===== src/rtl/mc_control_fsm_pkg.sv =====
// rtl/mc_control_fsm_pkg.sv - state codes, opcodes, ALU codes and mux selects for the multicycle sequencer
package mc_control_fsm_pkg;

  typedef enum logic [3:0] {
    ST_FETCH    = 4'd0,
    ST_DECODE   = 4'd1,
    ST_MEMADR   = 4'd2,
    ST_MEMREAD  = 4'd3,
    ST_MEMWB    = 4'd4,
    ST_MEMWRITE = 4'd5,
    ST_EXECR    = 4'd6,
    ST_EXECI    = 4'd7,
    ST_ALUWB    = 4'd8,
    ST_BRANCH   = 4'd9,
    ST_JAL      = 4'd10,
    ST_TRAP     = 4'd11
  } state_e;

  localparam logic [6:0] OP_LW  = 7'b0000011;
  localparam logic [6:0] OP_SW  = 7'b0100011;
  localparam logic [6:0] OP_R   = 7'b0110011;
  localparam logic [6:0] OP_I   = 7'b0010011;
  localparam logic [6:0] OP_BR  = 7'b1100011;
  localparam logic [6:0] OP_JAL = 7'b1101111;

  localparam logic [2:0] ALU_ADD = 3'b000;
  localparam logic [2:0] ALU_SUB = 3'b001;
  localparam logic [2:0] ALU_AND = 3'b010;
  localparam logic [2:0] ALU_OR  = 3'b011;
  localparam logic [2:0] ALU_SLT = 3'b101;

  localparam logic [1:0] RES_ALUOUT = 2'b00;
  localparam logic [1:0] RES_MEM    = 2'b01;
  localparam logic [1:0] RES_ALU    = 2'b10;

  localparam logic [1:0] SRCA_PC    = 2'b00;
  localparam logic [1:0] SRCA_OLDPC = 2'b01;
  localparam logic [1:0] SRCA_RS1   = 2'b10;

  localparam logic [1:0] SRCB_RS2   = 2'b00;
  localparam logic [1:0] SRCB_IMM   = 2'b01;
  localparam logic [1:0] SRCB_FOUR  = 2'b10;

  localparam logic [1:0] IMM_I = 2'b00;
  localparam logic [1:0] IMM_S = 2'b01;
  localparam logic [1:0] IMM_B = 2'b10;
  localparam logic [1:0] IMM_J = 2'b11;

endpackage


===== src/rtl/mc_control_fsm_alu_ctrl.sv =====
// rtl/mc_control_fsm_alu_ctrl.sv - combinational ALU operation decode from state and instruction fields
module mc_alu_ctrl
  import mc_control_fsm_pkg::*;
(
  input  state_e     state_i,
  input  logic [2:0] funct3_i,
  input  logic       funct7b5_i,
  input  logic       op5_i,
  output logic [2:0] alu_control_o
);

  always_comb begin
    alu_control_o = ALU_ADD;
    case (state_i)
      ST_BRANCH: alu_control_o = ALU_SUB;
      ST_EXECR, ST_EXECI: begin
        // op[5] separates R-type from I-type: addi never subtracts even with IR[30] set
        case (funct3_i)
          3'b000:  alu_control_o = (op5_i && funct7b5_i) ? ALU_SUB : ALU_ADD;
          3'b010:  alu_control_o = ALU_SLT;
          3'b110:  alu_control_o = ALU_OR;
          3'b111:  alu_control_o = ALU_AND;
          default: alu_control_o = ALU_ADD;
        endcase
      end
      default: alu_control_o = ALU_ADD;
    endcase
  end

endmodule


===== src/rtl/mc_control_fsm.sv =====
// rtl/mc_control_fsm.sv - multicycle RISC-V control sequencer over a shared ready-handshaked memory
module mc_control_fsm
  import mc_control_fsm_pkg::*;
#(
  parameter int ALU_CTRL_W = 3,
  parameter int ST_W       = 4
) (
  input  logic                  clk,
  input  logic                  Async_reset,
  input  logic [6:0]            op,
  input  logic [2:0]            funct3,
  input  logic                  funct7b5,
  input  logic                  zero,
  input  logic                  neg,
  input  logic                  mem_ready,
  output logic                  mem_req,
  output logic                  mem_write,
  output logic                  adr_src,
  output logic                  ir_write,
  output logic                  pc_write,
  output logic                  reg_write,
  output logic [1:0]            result_src,
  output logic [1:0]            alu_src_a,
  output logic [1:0]            alu_src_b,
  output logic [ALU_CTRL_W-1:0] alu_control,
  output logic [1:0]            imm_src,
  output logic                  illegal,
  output logic [ST_W-1:0]       state
);

  state_e     state_q, state_d;
  logic       illegal_q, illegal_d;
  logic [2:0] alu_ctrl;
  logic       taken;

  mc_alu_ctrl u_alu_ctrl (
    .state_i       (state_q),
    .funct3_i      (funct3),
    .funct7b5_i    (funct7b5),
    .op5_i         (op[5]),
    .alu_control_o (alu_ctrl)
  );

  always_comb begin
    state_d = state_q;
    case (state_q)
      ST_FETCH:    if (mem_ready) state_d = ST_DECODE;
      ST_DECODE: begin
        case (op)
          OP_LW, OP_SW: state_d = ST_MEMADR;
          OP_R:         state_d = ST_EXECR;
          OP_I:         state_d = ST_EXECI;
          OP_BR:        state_d = ST_BRANCH;
          OP_JAL:       state_d = ST_JAL;
          default:      state_d = ST_TRAP;
        endcase
      end
      ST_MEMADR:   state_d = op[5] ? ST_MEMWRITE : ST_MEMREAD;
      ST_MEMREAD:  if (mem_ready) state_d = ST_MEMWB;
      ST_MEMWB:    state_d = ST_FETCH;
      ST_MEMWRITE: if (mem_ready) state_d = ST_FETCH;
      ST_EXECR:    state_d = ST_ALUWB;
      ST_EXECI:    state_d = ST_ALUWB;
      ST_ALUWB:    state_d = ST_FETCH;
      ST_BRANCH:   state_d = ST_FETCH;
      ST_JAL:      state_d = ST_ALUWB;
      ST_TRAP:     state_d = ST_TRAP;
      default:     state_d = ST_FETCH;
    endcase
    illegal_d = illegal_q | (state_d == ST_TRAP);
  end

  always_ff @(posedge clk or negedge Async_reset) begin
    if (!Async_reset) begin
      state_q   <= ST_FETCH;
      illegal_q <= 1'b0;
    end else begin
      state_q   <= state_d;
      illegal_q <= illegal_d;
    end
  end

  always_comb begin
    case (funct3)
      3'b000:  taken = zero;
      3'b001:  taken = ~zero;
      3'b100:  taken = neg;
      default: taken = 1'b0;
    endcase
  end

  always_comb begin
    mem_req     = 1'b0;
    mem_write   = 1'b0;
    adr_src     = 1'b0;
    ir_write    = 1'b0;
    pc_write    = 1'b0;
    reg_write   = 1'b0;
    result_src  = RES_ALUOUT;
    alu_src_a   = SRCA_PC;
    alu_src_b   = SRCB_RS2;
    alu_control = ALU_CTRL_W'(alu_ctrl);
    case (op)
      OP_SW:   imm_src = IMM_S;
      OP_BR:   imm_src = IMM_B;
      OP_JAL:  imm_src = IMM_J;
      default: imm_src = IMM_I;
    endcase
    case (state_q)
      ST_FETCH: begin
        mem_req    = 1'b1;
        alu_src_b  = SRCB_FOUR;
        result_src = RES_ALU;
        ir_write   = mem_ready;
        pc_write   = mem_ready;
      end
      ST_DECODE: begin
        alu_src_a = SRCA_OLDPC;
        alu_src_b = SRCB_IMM;
      end
      ST_MEMADR: begin
        alu_src_a = SRCA_RS1;
        alu_src_b = SRCB_IMM;
      end
      ST_MEMREAD: begin
        mem_req = 1'b1;
        adr_src = 1'b1;
      end
      ST_MEMWB: begin
        result_src = RES_MEM;
        reg_write  = 1'b1;
      end
      ST_MEMWRITE: begin
        mem_req   = 1'b1;
        mem_write = 1'b1;
        adr_src   = 1'b1;
      end
      ST_EXECR:  alu_src_a = SRCA_RS1;
      ST_EXECI: begin
        alu_src_a = SRCA_RS1;
        alu_src_b = SRCB_IMM;
      end
      ST_ALUWB:  reg_write = 1'b1;
      ST_BRANCH: begin
        alu_src_a = SRCA_RS1;
        pc_write  = taken;
      end
      ST_JAL: begin
        alu_src_a = SRCA_OLDPC;
        alu_src_b = SRCB_FOUR;
        pc_write  = 1'b1;
      end
      default: ;
    endcase
    // Reset must silence every output immediately, not just at the next edge
    if (!Async_reset) begin
      mem_req     = 1'b0;
      mem_write   = 1'b0;
      adr_src     = 1'b0;
      ir_write    = 1'b0;
      pc_write    = 1'b0;
      reg_write   = 1'b0;
      result_src  = 2'b00;
      alu_src_a   = 2'b00;
      alu_src_b   = 2'b00;
      alu_control = '0;
      imm_src     = 2'b00;
    end
  end

  assign illegal = illegal_q;
  assign state   = ST_W'(state_q);

endmodule


===== config.mk =====
export PLATFORM = sky130hd
export DESIGN_NAME = mc_control_fsm
export DESIGN_NICKNAME = d
export VERILOG_FILES = /design/src/rtl/mc_control_fsm_pkg.sv /design/src/rtl/mc_control_fsm_alu_ctrl.sv /design/src/rtl/mc_control_fsm.sv
export SDC_FILE = /design/constraint.sdc
export NUM_CORES = 1
export LEC_CHECK = 0
export CORE_ASPECT_RATIO = 0.8
export CORE_MARGIN = 1.5
export CORE_UTILIZATION = 37
export DETAILED_ROUTE_END_ITERATION = 8
export PLACE_DENSITY = 0.86
export SLEW_MARGIN = 20
export SYNTH_ARGS = -nofsm -noshare
export SYNTH_HDL_FRONTEND = slang
export SYNTH_SLANG_ARGS = --single-unit

===== constraint.sdc =====
create_clock -name clk -period 1.91 [get_ports clk]
set_input_delay 0.382 -clock clk [delete_from_list [all_inputs] [get_ports clk]]
set_output_delay 0.382 -clock clk [all_outputs]
set_load 0.01 [all_outputs]

==> flow_summary_export.csv, run 1 <==
group,metric,value,unit
setup_path,r2r_cells,7,
place,dp.cells,178,
setup_path,crit_chain,"nand3b_1, o32a_1, nor2_1, buf_2",
synthesis,ys_ff_latch,5,
synthesis,synth_seq_area_share,19.31,%
timing,slew_viol_final,0,
detailed_routing,highest_layer,"met3",
setup_path,critical_path.top_delay_family,"flip-flops",
run_status,violations,"setup timing",
cells_and_area,syn2layout_area_growth,108.9,%
run_status,status,"finished, violations left",
setup_path,cp_max_fo,7,
grt,grt_antenna_before_repair,0,
die,fp.dieW,49.80,um
setup_path,cp_data_required_time,1530,ps
cells_and_area,drive_gt1_share,45.73,%
synthesis,synth_area,648.1,um2
timing,max_freq,0.5227,GHz
cells_and_area,num_antenna_cells,0,
timing,worst_pin_slew,287.3,ps
grt,grt_pass1_vias,968,
timing,post-route-min-period,1913,ps
setup_path,crit_buf_inv,1,
detailed_routing,routedWlPerCell,15.31,um
worst_hold_path,hold_path_class,"primary input to async pin",
synthesis,syn_area_per_cell,7.045,um2
clocking,root_buffer,"clkbuf_4",
detailed_routing,wl_met3,154,um
detailed_routing,wl_met2,1467,um
die,coreArea,0.001627,mm2
setup_path,slowest_delay,460,ps
clocking,cts_buffers,3,
timing,layout_setup_ws,-2.986,ps
detailed_routing,vias,1007,
timing,rsz0062_at_grt,"true",
setup_path,critPathKind,"flop to output port",
place,finalWeightedCongestion,0.8560,
setup_path,cp-start-kind,"flop",
detailed_routing,firstDrtPassIters,4,
detailed_routing,initialDrtViolationCount,28,
setup_path,crit_start,"state[1]$_DFF_PN0_",
clocking,path_clk_slew,40,ps
run,max-cap-violations,0,
synthesis,yosysWarningCount,0,
clocking,cts_tree,"yes",
setup_path,r2r_start,"state[2]$_DFF_PN0_",
clocking,cts.sinks,5,
power,finalPower,1.557,mW
timing,max_slew_margin,80.64,%
setup_path,r2r_slack,10,ps
setup_path,arrival,1530,ps
grt,grt_overflow,0,
power,power_density,1150,mW/mm2
synthesis,synth_nets,108,
synthesis,ys_types,41,
detailed_routing,drc_errors,0,
clocking,htree_levels,1,
synthesis,synth_area_leaders,"dfrtp_1 19%, nor2_1 6.9%, nor3_1 4.6%, nand2_1 4.1%, xor2_1 4.1%",
cells_and_area,final_area,0.001354,mm2
timing,fin_skew,1.234,ps
synthesis,ys.flop_type,"dfrtp_1",
synthesis,synth_top_area_share,19.31,%
cells_and_area,nNetsFinal,181,
grt,grt_max_degree,9,
die,num_io_pins,38,
place,detailedPlacementHpwl,2098,um
synthesis,synthCells,92,
synthesis,synth_edf_count,0,
setup_path,rr_endpoint,"illegal$_DFF_PN0_",
die,die-area,0.002013,mm2
die,rows,13,
synthesis,synth_top_area_cell,"dfrtp_1",
detailed_routing,antenna_left,0,
cells_and_area,final_cells,186,
clocking,clock_latency,240,ps
place,portBuffers,37,
detailed_routing,met1_length,1226,um
setup_path,endpoint_kind,"output port",
timing,setup_viol,1,
synthesis,yosysMostFrequentCell,"nor2_1",
grt,grt_pass1_wl,4202,um
grt,grt_usage,27.92,%
timing,min_period_over_period,100.2,%
detailed_routing,viasPerCell,5.414,
die,start_util,39.85,%
place,place_area,0.001267,mm2
clocking,ctsLongestPathBuffers,2,
timing,setup_tns,-2.986,ps
synthesis,ys_async_sr_fraction,100.0,%
synthesis,synth_commonest_cells,"12 x nor2_1, 7 x nand2_1, 6 x inv_1, 6 x nor3_1",
power,ir_worst_vdd,0.001072,V
detailed_routing,routed_wirelength,2847,um
power,p_leak,0.6677,nW
die,die_h,40.44,um
setup_path,cp_slowest_cell,"dfrtp_2",
timing,hold_violations,0,
[state kept, by name (all words and copies together) (netlist names)]
signal / cells
state: 4
illegal: 1
[tightest hold or removal path, cell delays in order]
cell and delay [ps]:
dlygate4sd2_1 260, buf_6 120, buf_4 140
[cell families after synthesis]
logic type                Yosys count  share of synthesized area, %
AOI/OAI and AO/OA                  22                         24.13
xor gates and xnor gates            3                         4.055
buffers and inverters              12                         8.494
DFF                                 5                         19.31
muxes                               1                         1.737
and+or+nand+nor                    49                         42.28
[metal layers]
layer,up-vias,track usage [%]
met2,45,55.67
met1,485,33.41
met4,0,7.639
li1,477,-
met3,0,2.239
met5,-,0
[how the worst max path moves through the flow]
stage	endpoint	depth (start not counted)
after global routing	illegal$_DFF_PN0_	7
after global placement	imm_src[1]	5
final	pc_write	4
after CTS	ir_write	5
after detailed placement	imm_src[1]	5
after floorplan	alu_src_b[0]	5
[layout make-up]
cell class,count,area (um2)
Clock buffer,4,26.28
Fill cell,109,272.8
Inverter,6,22.52
Multi-Input combinational cell,75,538.0
Sequential cell,5,130.1
Tap cell,22,27.53
Timing Repair Buffer,74,609.3
[cells in the final DEF (no fill, tap or decap), drive strengths merged, types with 3 or more instances in the layout]
cell           count
a21oi              5
buf               44
clkbuf             5
clkdlybuf4s15      3
clkdlybuf4s50      8
dfrtp              5
dlygate4sd2       15
inv                6
nand2              7
nand2b             3
nor2              12
nor3               6
o21ai              3
xor2               3
[where the power goes]
| part | switching (mW) | internal [mW] |
|---|---|---|
| logic | 0.541 | 0.646 |
| registers | 0.0951 | 0.155 |
| clock network | 0.0411 | 0.0788 |
[through the flow]
step                      hold slack, ps  setup WS, ps  utilization (%)
after floorplan                    86.41         74.48                -
final                              339.2        -2.986            83.23
after detailed placement           476.6        -623.8            77.92
after global routing               324.3        -47.39            83.23
after global placement             459.2        -574.8            77.92
after CTS                          321.0        -1.130            81.46
[timing repair]
action	4_1_cts	5_1_grt
endpoints found under the hold margin	0	0
pin swaps	14	3
cloned	0	0
gates resized for setup	69	14
endpoints found under the setup margin	18	9
setup buffers	4	1
hold buffers	0	0
Note: power is estimated with default switching activity, not from simulation.
==> run 2: changes to the inputs <==
- RECOVER_POWER: default -> 50
==> run 2 against run 1 <==
  * The flow still finishes with violations (setup timing)
  * Fmax increased by 0.10%
  * Critical path type unchanged
  * Global-route usage unchanged
  * Sequential cell count unchanged
  * Clock power about the same
  * Cell count unchanged
  * Critical path depth unchanged
  * Via count increased by 0.89%
==> flow_summary_export.csv, run 2 (same netlist as run 1, synthesis figures left out) <==
group,metric,value,unit
setup_path,cp_slowest_cell,"dfrtp_2",
power,power_density,1158,mW/mm2
cells_and_area,syn2layout_area_growth,107.0,%
run,max-cap-violations,0,
die,start_util,39.85,%
timing,max_slew_margin,76.89,%
setup_path,endpoint_kind,"output port",
die,die_h,40.44,um
grt,grt_pass1_vias,968,
setup_path,r2r_slack,10,ps
grt,grtUsageMet1,33.41,%
power,ir_worst_vdd,0.001072,V
clocking,clock_latency,240,ps
cells_and_area,nNetsFinal,181,
detailed_routing,antenna_left,0,
place,dp.cells,178,
cells_and_area,final_common_cell,"buf_4",
clocking,root_buffer,"clkbuf_4",
detailed_routing,routedWlPerCell,15.35,um
grt,grt_antenna_before_repair,0,
grt,grt_overflow,0,
die,num_io_pins,38,
clocking,ctsLongestPathBuffers,2,
cells_and_area,final_cell_mix,"32 x buf_4, 15 x dlygate4sd2_1, 9 x nor2_1",
timing,fin_skew,2.788,ps
power,finalPower,1.553,mW
timing,layout_setup_ws,-1.064,ps
place,detailedPlacementHpwl,2098,um
timing,slew_viol_final,0,
clocking,cts_hold_buf,0,
grt,met2_usage,55.67,%
cells_and_area,fin_util,82.46,%
grt,grt_busiest_layer,"met2",
setup_path,slowest_delay,460,ps
grt,grt_pass1_wl,4202,um
cells_and_area,largest_register_ffs,4,
power,p_leak,0.6530,nW
clocking,path_clk_slew,40,ps
setup_path,arrival,1530,ps
worst_hold_path,hold_path_class,"primary input to async pin",
clocking,cts_buffers,3,
setup_path,cp_data_required_time,1530,ps
cells_and_area,drive_gt1_share,43.90,%
setup_path,cp-start-kind,"flop",
clocking,cts_tree,"yes",
grt,grt_max_degree,9,
detailed_routing,routed_wirelength,2856,um
grt,grt_usage,27.92,%
clocking,htree_levels,1,
die,coreArea,0.001627,mm2
timing,rsz0062_at_grt,"true",
place,portBuffers,37,
timing,hold_slack,466.0,ps
detailed_routing,drc_errors,0,
die,die-area,0.002013,mm2
cells_and_area,final_cells,186,
timing,min_period_over_period,100.1,%
run_status,violations,"setup timing",
timing,worst_pin_slew,346.6,ps
setup_path,cp_max_fo,7,
detailed_routing,initialDrtViolationCount,27,
detailed_routing,firstDrtPassIters,4,
setup_path,critPathKind,"flop to output port",
place,finalWeightedCongestion,0.8560,
cells_and_area,n_fill_cell,114,
timing,hold_violations,0,
grt,use_met3,2.239,%
timing,max_freq,0.5233,GHz
setup_path,crit_chain,"nand3b_1, o32a_1, nor2_1, buf_2",
run_status,status,"finished, violations left",
timing,post-route-min-period,1911,ps
cells_and_area,final_area,0.001341,mm2
die,fp.dieW,49.80,um
detailed_routing,viasPerCell,5.462,
timing,setup_viol,1,
cells_and_area,regArea,130.1,um2
detailed_routing,vias,1016,
die,rows,13,
place,place_area,0.001267,mm2
cells_and_area,multi_input_area,538.0,um2
clocking,cts.sinks,5,
cells_and_area,num_antenna_cells,0,
==> run 2: final cells by class <==
cell class | instances | share of cell area [%]
Inverter | 6 | 1.679
Tap cell | 22 | 2.052
Sequential cell | 5 | 9.701
Multi-Input combinational cell | 75 | 40.11
Clock buffer | 4 | 1.959
Timing Repair Buffer | 74 | 44.50
==> run 2: worst paths after layout <==
| kind | start | endpoint | cells past startpoint |
|---|---|---|---|
| worst max register to register | state[2]$_DFF_PN0_ | illegal$_DFF_PN0_ | 7 |
| worst min-delay path | Async_reset | illegal$_DFF_PN0_ | 3 |
| max in group asynchronous | Async_reset | state[2]$_DFF_PN0_ | 3 |
| min in group clk | illegal$_DFF_PN0_ | illegal$_DFF_PN0_ | 1 |
| worst min register to register | illegal$_DFF_PN0_ | illegal$_DFF_PN0_ | 1 |
| worst max-delay path | state[1]$_DFF_PN0_ | pc_write | 4 |
==> run 2: metal layers <==
layer	wire, um	part of all wire (%)
met1	1228	43
met2	1439	50
met3	176	6.2
met4	11	0.39
met5	0	0
==> run 2: power breakdown <==
part | total (mW) | internal (mW) | switching, mW | leakage (nW)
logic | 1.18 | 0.640 | 0.541 | 0.583
clock network | 0.121 | 0.0789 | 0.0422 | 0.0150
registers | 0.251 | 0.155 | 0.0957 | 0.0549
total | 1.55 | 0.875 | 0.678 | 0.653
==> run 2: per-stage QoR <==
step | TNS [ps] | setup slack, ps
3_3_place_gp | -7015 | -574.8
5_1_grt | -141.6 | -47.39
6_report | -1.064 | -1.064
3_5_place_dp | -8124 | -623.8
4_1_cts | -1.130 | -1.130
2_1_floorplan | 0 | 74.48
==> run 2: worst max-delay path: cells and delay by family, from the launching register on <==
family	cells	cell delay, ps
simple gates	2	350
flops	1	460
buf+inv	1	160
compound gates	1	320
==> run 2: repair_timing <==
item,CTS,global route
buffers inserted,4,1
gates resized for setup,69,14
pin swaps,14,3
endpoints found under the setup margin,18,9
